$ cat src/rtl/fifo_stream_reader_if.sv
// FIFO read port plus valid/ready stream bundle for fifo_stream_reader.
// master = the reader itself, slave = the FIFO and sink around it.
interface fifo_stream_reader_if #(
  parameter int W = 3
);
  logic         fifo_empty;
  logic         fifo_ren;
  logic [W-1:0] fifo_dout;
  logic         flush;
  logic         m_valid;
  logic         m_ready;
  logic [W-1:0] m_data;
  logic         m_last;

  modport master (
    input  fifo_empty, fifo_dout, flush, m_ready,
    output fifo_ren, m_valid, m_data, m_last
  );

  modport slave (
    output fifo_empty, fifo_dout, flush, m_ready,
    input  fifo_ren, m_valid, m_data, m_last
  );
endinterface

$ cat src/rtl/fifo_stream_reader.sv
// Drains a registered-read FIFO into a framed valid/ready stream through a 3-entry skid buffer.
// Define READER_STATS_EN to add the beat_cnt/stall_cnt statistics outputs.
module fifo_stream_reader #(
  parameter int W         = 3,
  parameter int FRAME_LEN = 4
) (
  input  logic                 clk,
  input  logic                 rst_n,
  fifo_stream_reader_if.master bus
`ifdef READER_STATS_EN
  ,
  output logic [15:0]          beat_cnt,
  output logic [15:0]          stall_cnt
`endif
);

  localparam logic [15:0] LAST_CNT = 16'(FRAME_LEN - 1);

  logic [1:0]   occ_reg, occ_next;
  logic [1:0]   rd_ptr_reg, wr_ptr_reg;
  logic         inflight_reg;
  logic [15:0]  frame_cnt_reg;
  logic [W-1:0] buf_word [3];
  logic [2:0]   pending;
  logic         capture;
  logic         pop;

  function automatic logic [1:0] ptr_inc(input logic [1:0] p);
    return (p == 2'd2) ? 2'd0 : p + 2'd1;
  endfunction

  // Words buffered plus the one in flight must never exceed the three slots.
  assign pending      = 3'(occ_reg) + 3'(inflight_reg);
  assign bus.fifo_ren = ~bus.fifo_empty & ~bus.flush & rst_n & (pending < 3'd3);

  assign bus.m_valid = (occ_reg != 2'd0);
  assign bus.m_data  = bus.m_valid ? buf_word[rd_ptr_reg] : '0;
  assign bus.m_last  = bus.m_valid & (frame_cnt_reg == LAST_CNT);

  assign pop     = bus.m_valid & bus.m_ready;
  assign capture = inflight_reg & ~bus.flush;

  genvar gi;
  generate
    for (gi = 0; gi < 3; gi++) begin : g_buf
      logic [W-1:0] entry_reg;
      always_ff @(posedge clk or negedge rst_n) begin
        if (!rst_n) begin
          entry_reg <= '0;
        end else if (capture && (wr_ptr_reg == 2'(gi))) begin
          entry_reg <= bus.fifo_dout;
        end
      end
      assign buf_word[gi] = entry_reg;
    end
  endgenerate

  always_comb begin
    occ_next = occ_reg;
    case ({capture, pop})
      2'b10:   occ_next = occ_reg + 2'd1;
      2'b01:   occ_next = occ_reg - 2'd1;
      default: occ_next = occ_reg;
    endcase
  end

  always_ff @(posedge clk or negedge rst_n) begin
    if (!rst_n) begin
      occ_reg       <= 2'd0;
      inflight_reg  <= 1'b0;
      rd_ptr_reg    <= 2'd0;
      wr_ptr_reg    <= 2'd0;
      frame_cnt_reg <= 16'd0;
    end else if (bus.flush) begin
      // A sink handshake during flush still happens but does not advance the frame.
      occ_reg       <= 2'd0;
      inflight_reg  <= 1'b0;
      rd_ptr_reg    <= 2'd0;
      wr_ptr_reg    <= 2'd0;
      frame_cnt_reg <= 16'd0;
    end else begin
      occ_reg      <= occ_next;
      inflight_reg <= bus.fifo_ren;
      if (capture) begin
        wr_ptr_reg <= ptr_inc(wr_ptr_reg);
      end
      if (pop) begin
        rd_ptr_reg    <= ptr_inc(rd_ptr_reg);
        frame_cnt_reg <= (frame_cnt_reg == LAST_CNT) ? 16'd0 : frame_cnt_reg + 16'd1;
      end
    end
  end

`ifdef READER_STATS_EN
  always_ff @(posedge clk or negedge rst_n) begin
    if (!rst_n) begin
      beat_cnt  <= 16'd0;
      stall_cnt <= 16'd0;
    end else if (bus.flush) begin
      beat_cnt  <= 16'd0;
      stall_cnt <= 16'd0;
    end else begin
      if (pop) begin
        beat_cnt <= beat_cnt + 16'd1;
      end
      if (bus.m_valid && !bus.m_ready && (stall_cnt != 16'hFFFF)) begin
        stall_cnt <= stall_cnt + 16'd1;
      end
    end
  end
`endif

endmodule

$ cat src/flat_wrapper.sv
// flat-port wrapper written by rule: the top's interface ports become plain ports
module fifo_stream_reader_flat 
#(
  parameter int W         = 3,
  parameter int FRAME_LEN = 4
)
  (clk, rst_n, bus_fifo_empty, bus_fifo_dout, bus_flush, bus_m_ready, bus_fifo_ren, bus_m_valid, bus_m_data, bus_m_last);
  fifo_stream_reader_if #(.W(W)) bus_i ();
  input  logic clk;
  input  logic rst_n;
  input wire logic [$bits(bus_i.fifo_empty)-1:0] bus_fifo_empty;
  input wire logic [$bits(bus_i.fifo_dout)-1:0] bus_fifo_dout;
  input wire logic [$bits(bus_i.flush)-1:0] bus_flush;
  input wire logic [$bits(bus_i.m_ready)-1:0] bus_m_ready;
  output wire logic [$bits(bus_i.fifo_ren)-1:0] bus_fifo_ren;
  output wire logic [$bits(bus_i.m_valid)-1:0] bus_m_valid;
  output wire logic [$bits(bus_i.m_data)-1:0] bus_m_data;
  output wire logic [$bits(bus_i.m_last)-1:0] bus_m_last;
  assign bus_i.fifo_empty = bus_fifo_empty;
  assign bus_i.fifo_dout = bus_fifo_dout;
  assign bus_i.flush = bus_flush;
  assign bus_i.m_ready = bus_m_ready;
  assign bus_fifo_ren = bus_i.fifo_ren;
  assign bus_m_valid = bus_i.m_valid;
  assign bus_m_data = bus_i.m_data;
  assign bus_m_last = bus_i.m_last;
  fifo_stream_reader #(.W(W), .FRAME_LEN(FRAME_LEN)) u_core (.clk(clk), .rst_n(rst_n), .bus(bus_i));
endmodule
$ cat config.mk
export PLATFORM = sky130hd
export DESIGN_NAME = fifo_stream_reader_flat
export DESIGN_NICKNAME = d
export VERILOG_FILES = /design/src/rtl/fifo_stream_reader_if.sv /design/src/rtl/fifo_stream_reader.sv /design/src/flat_wrapper.sv
export SDC_FILE = /design/constraint.sdc
export NUM_CORES = 1
export LEC_CHECK = 0
export ABC_AREA = 1
export CAP_MARGIN = 25
export CORE_MARGIN = 1.5
export CORE_UTILIZATION = 57
export CTS_CLUSTER_DIAMETER = 60
export DETAILED_ROUTE_END_ITERATION = 10
export GPL_TIMING_DRIVEN = 0
export PLACE_DENSITY = 0.88
export SLEW_MARGIN = 20
export SYNTH_ARGS = -nofsm -noshare
export SYNTH_HDL_FRONTEND = slang
export SYNTH_SLANG_ARGS = --single-unit
$ cat constraint.sdc
create_clock -name clk -period 1.82 [get_ports clk]
set_input_delay 0.182 -clock clk [delete_from_list [all_inputs] [get_ports clk]]
set_output_delay 0.182 -clock clk [all_outputs]
set_load 0.005 [all_outputs]
==> results.txt <==
Total GRT Usage -> 27.2%
Leading cell types by count after synthesis -> nand2_1, dfrtp_1, nor2_1, inv_1, nand3_1
Synth Net Count -> 261
Port bufs -> 13
Worst r2r src -> u_core.occ_reg[0]$_DFFE_PN0P_
Fin area -> 2300 um^2
Setup CP Type -> register to output pin
FF-to-FF setup slack -> 0.20 ns
Worst Tran Pin Value -> 0.404 ns
First-pass GRT wire length -> 7.11 mm
Clock buffer depth -> 2
Critical path fanouts, max -> 6
Final net count -> 299
1st-pass router iterations -> 5
Cells after synthesis -> 250
Detail Route Antenna Nets -> 0
Placed inst area -> 2030 um^2
Final setup viols -> 0
Worst-path cell chain -> buf_4, inv_1, nand2_2, clkdlybuf4s50_1
Fin worst setup slack -> 0.0319 ns
Final Max Tran Viols -> 0
Post-synthesis cell type count -> 25
Root Buffer Master -> clkbuf_4
GPL Wtd Cong -> 0.852
Fmax -> 559 MHz
Worst EP required -> 1.64 ns
Yosys top cell area share -> 43.9%
Post-DP HPWL -> 2.73 mm
Post-route insts no fill -> 333
Worst min-delay path category -> input pin to async pin
P_leak -> 1.08 nW
Clock Latency Late Sink -> 0.35 ns
Worst Path Buf+Inv -> 3
Die area -> 3550 um^2
Grt total ovfl -> 0
Critical Path AT -> 1.61 ns
Setup Slack @ Placement -> -0.277 ns
Synth top area cells -> dfrtp_1, nand2_1, nand3_1
Clock Skew -> 0.00342 ns
H-Tree Depth -> 2
Iter 0 DRT Violations -> 137
CTS tree -> built
Wirelength per Cell -> 13.9 um
Power density over the cells -> 840 nW/um^2
Worst-path clk slew -> 0.10 ns
Final Hold Vio Count -> 0
Avg Synthesized Cell Area -> 7.30 um^2
Synth Flop Type -> dfrtp_1
Via count -> 1881
Slowest stage cell, crit path -> clkdlybuf4s50_1
Post-synth EDFFs -> 0
Starting density of the core -> 59.8%
Status -> complete, no violations
Antenna Diode Count -> 0
Fin crit share -> 98.2%
Largest register FFs -> 16
Tmin final -> 1.79 ns
Share of cells above drive strength 1 -> 20.1%
CP top delay family -> buffers and inverters
Ports -> 14
Seq/Total Area, Yosys -> 43.9%
Die width -> 59.6 um
Crit-path max cell delay -> 0.52 ns
Worst reg2reg path depth -> 7
Row cnt -> 20
RR Endpoint -> u_core.occ_reg[0]$_DFFE_PN0P_
DRC -> 0
Largest net degree at the start of global routing -> 34
Slew headroom -> 73.0%
Cell taking the most area after synthesis -> dfrtp_1
Startpoint types -> register
Die Y -> 59.6 um
Count leader, synth -> nand2_1
Mapped Area -> 1830 um^2
Total of max-cap violations -> 0
Initial antenna violation count -> 0
Inst Count DP -> 308
Synthesis-stage register bit count -> 32
CP endpoint kind -> output pin
Drt total wl -> 4.63 mm
TritonCTS Buffers -> 5
Core area -> 3050 um^2
Peak supply drop -> 0.000648 V
Vias in the first global route -> 1629
YS warnings -> 0
Sink Count -> 32
Vias per cell -> 5.65
Layout area overhead -> 26.3%
Fraction of registers with async set/reset -> 100%
-- worst register-to-register path, cell delays in order, from the launching register on --
cell and delay (ns):
dfrtp_1 0.41, buf_4 0.16, nor2_1 0.30, nor2_4 0.09, nand2_2 0.11, a21boi_1 0.28, nor2_1 0.07, nor2_1 0.13
-- per-stage QoR --
step	hold WS, ns	utilization [%]	power [mW]	TNS [ns]
2_1_floorplan	-0.114	-	1.10	0
3_3_place_gp	0.467	65.9	1.25	-4.38
3_5_place_dp	0.153	66.4	1.27	-0.299
4_1_cts	0.311	73.1	1.88	0
5_1_grt	0.347	75.5	2.01	-0.00712
6_report	0.299	75.5	1.94	0
-- per-layer routing --
metal  wire, um  up-vias  track usage (%)
met5          0        -                0
met4        194        0             13.3
met3        332       22             7.42
met2       2300       97             44.0
met1       1810      872             33.5
li1           -      890                -
-- power by group --
| group | leakage, nW | total, mW | internal (mW) | switching [mW] |
|---|---|---|---|---|
| Combinational | 0.610 | 0.557 | 0.230 | 0.327 |
| Sequential | 0.431 | 0.830 | 0.775 | 0.0552 |
| Clock | 0.0422 | 0.549 | 0.288 | 0.262 |
| Total | 1.08 | 1.94 | 1.29 | 0.644 |
-- area by class of cell --
class,count,area (um^2)
Buffer,2,18.8
Inverter,31,116
Clock buffer,6,41.3
Clock inverter,2,35.0
Multi-Input combinational cell,185,971
Timing Repair Buffer,31,262
Fill cell,212,748
Tap cell,44,55.1
Sequential cell,32,806
-- worst max-delay path by stage --
stage                             startpoint            to  slack (ns)  depth (start not counted)
2_1_floorplan  u_core.inflight_reg$_DFF_PN0_  bus_fifo_ren        0.28                          3
3_3_place_gp                           rst_n  bus_fifo_ren       -1.18                          4
3_5_place_dp   u_core.inflight_reg$_DFF_PN0_  bus_fifo_ren       -0.28                          4
4_1_cts        u_core.occ_reg[0]$_DFFE_PN0P_  bus_fifo_ren        0.02                          4
5_1_grt        u_core.occ_reg[0]$_DFFE_PN0P_  bus_fifo_ren      -0.007                          4
6_report       u_core.occ_reg[0]$_DFFE_PN0P_   bus_m_valid        0.03                          4
-- layout by cell type, fill, tap and decap left out, types with 2 or more instances in the layout --
cell | synthesis | layout
nand2_1 | 75 | 74
dfrtp_2 | 0 | 4
buf_4 | 1 | 17
buf_2 | 0 | 2
nor2_4 | 1 | 5
nand2_2 | 5 | 6
nand4_1 | 8 | 8
o21ai_0 | 21 | 21
inv_1 | 28 | 27
dfrtp_1 | 32 | 28
nor2_1 | 29 | 24
ha_4 | 0 | 2
o21bai_1 | 3 | 3
nand3_1 | 22 | 22
xor2_1 | 2 | 2
nor2_2 | 2 | 3
clkbuf_4 | 0 | 5
o21ai_1 | 5 | 5
dlygate4sd2_1 | 0 | 3
inv_2 | 3 | 4
clkdlybuf4s50_1 | 0 | 7
-- what timing repair did --
item	in CTS	in global routing
pin swaps	5	3
endpoints found under the setup margin	5	2
hold buffers	1	0
resized for setup	26	6
buffers inserted	9	7
hold endpoints to repair	32	0
-- logic make-up after synthesis --
group | share of synthesized area [%]
AOI/OAI and AO/OA | 11.9
buffers and inverters | 7.40
DFF | 43.9
adders and majority gates | 2.06
and+or+nand+nor | 33.8
xor gates and xnor gates | 0.960
(Power assumes the default switching activity.)
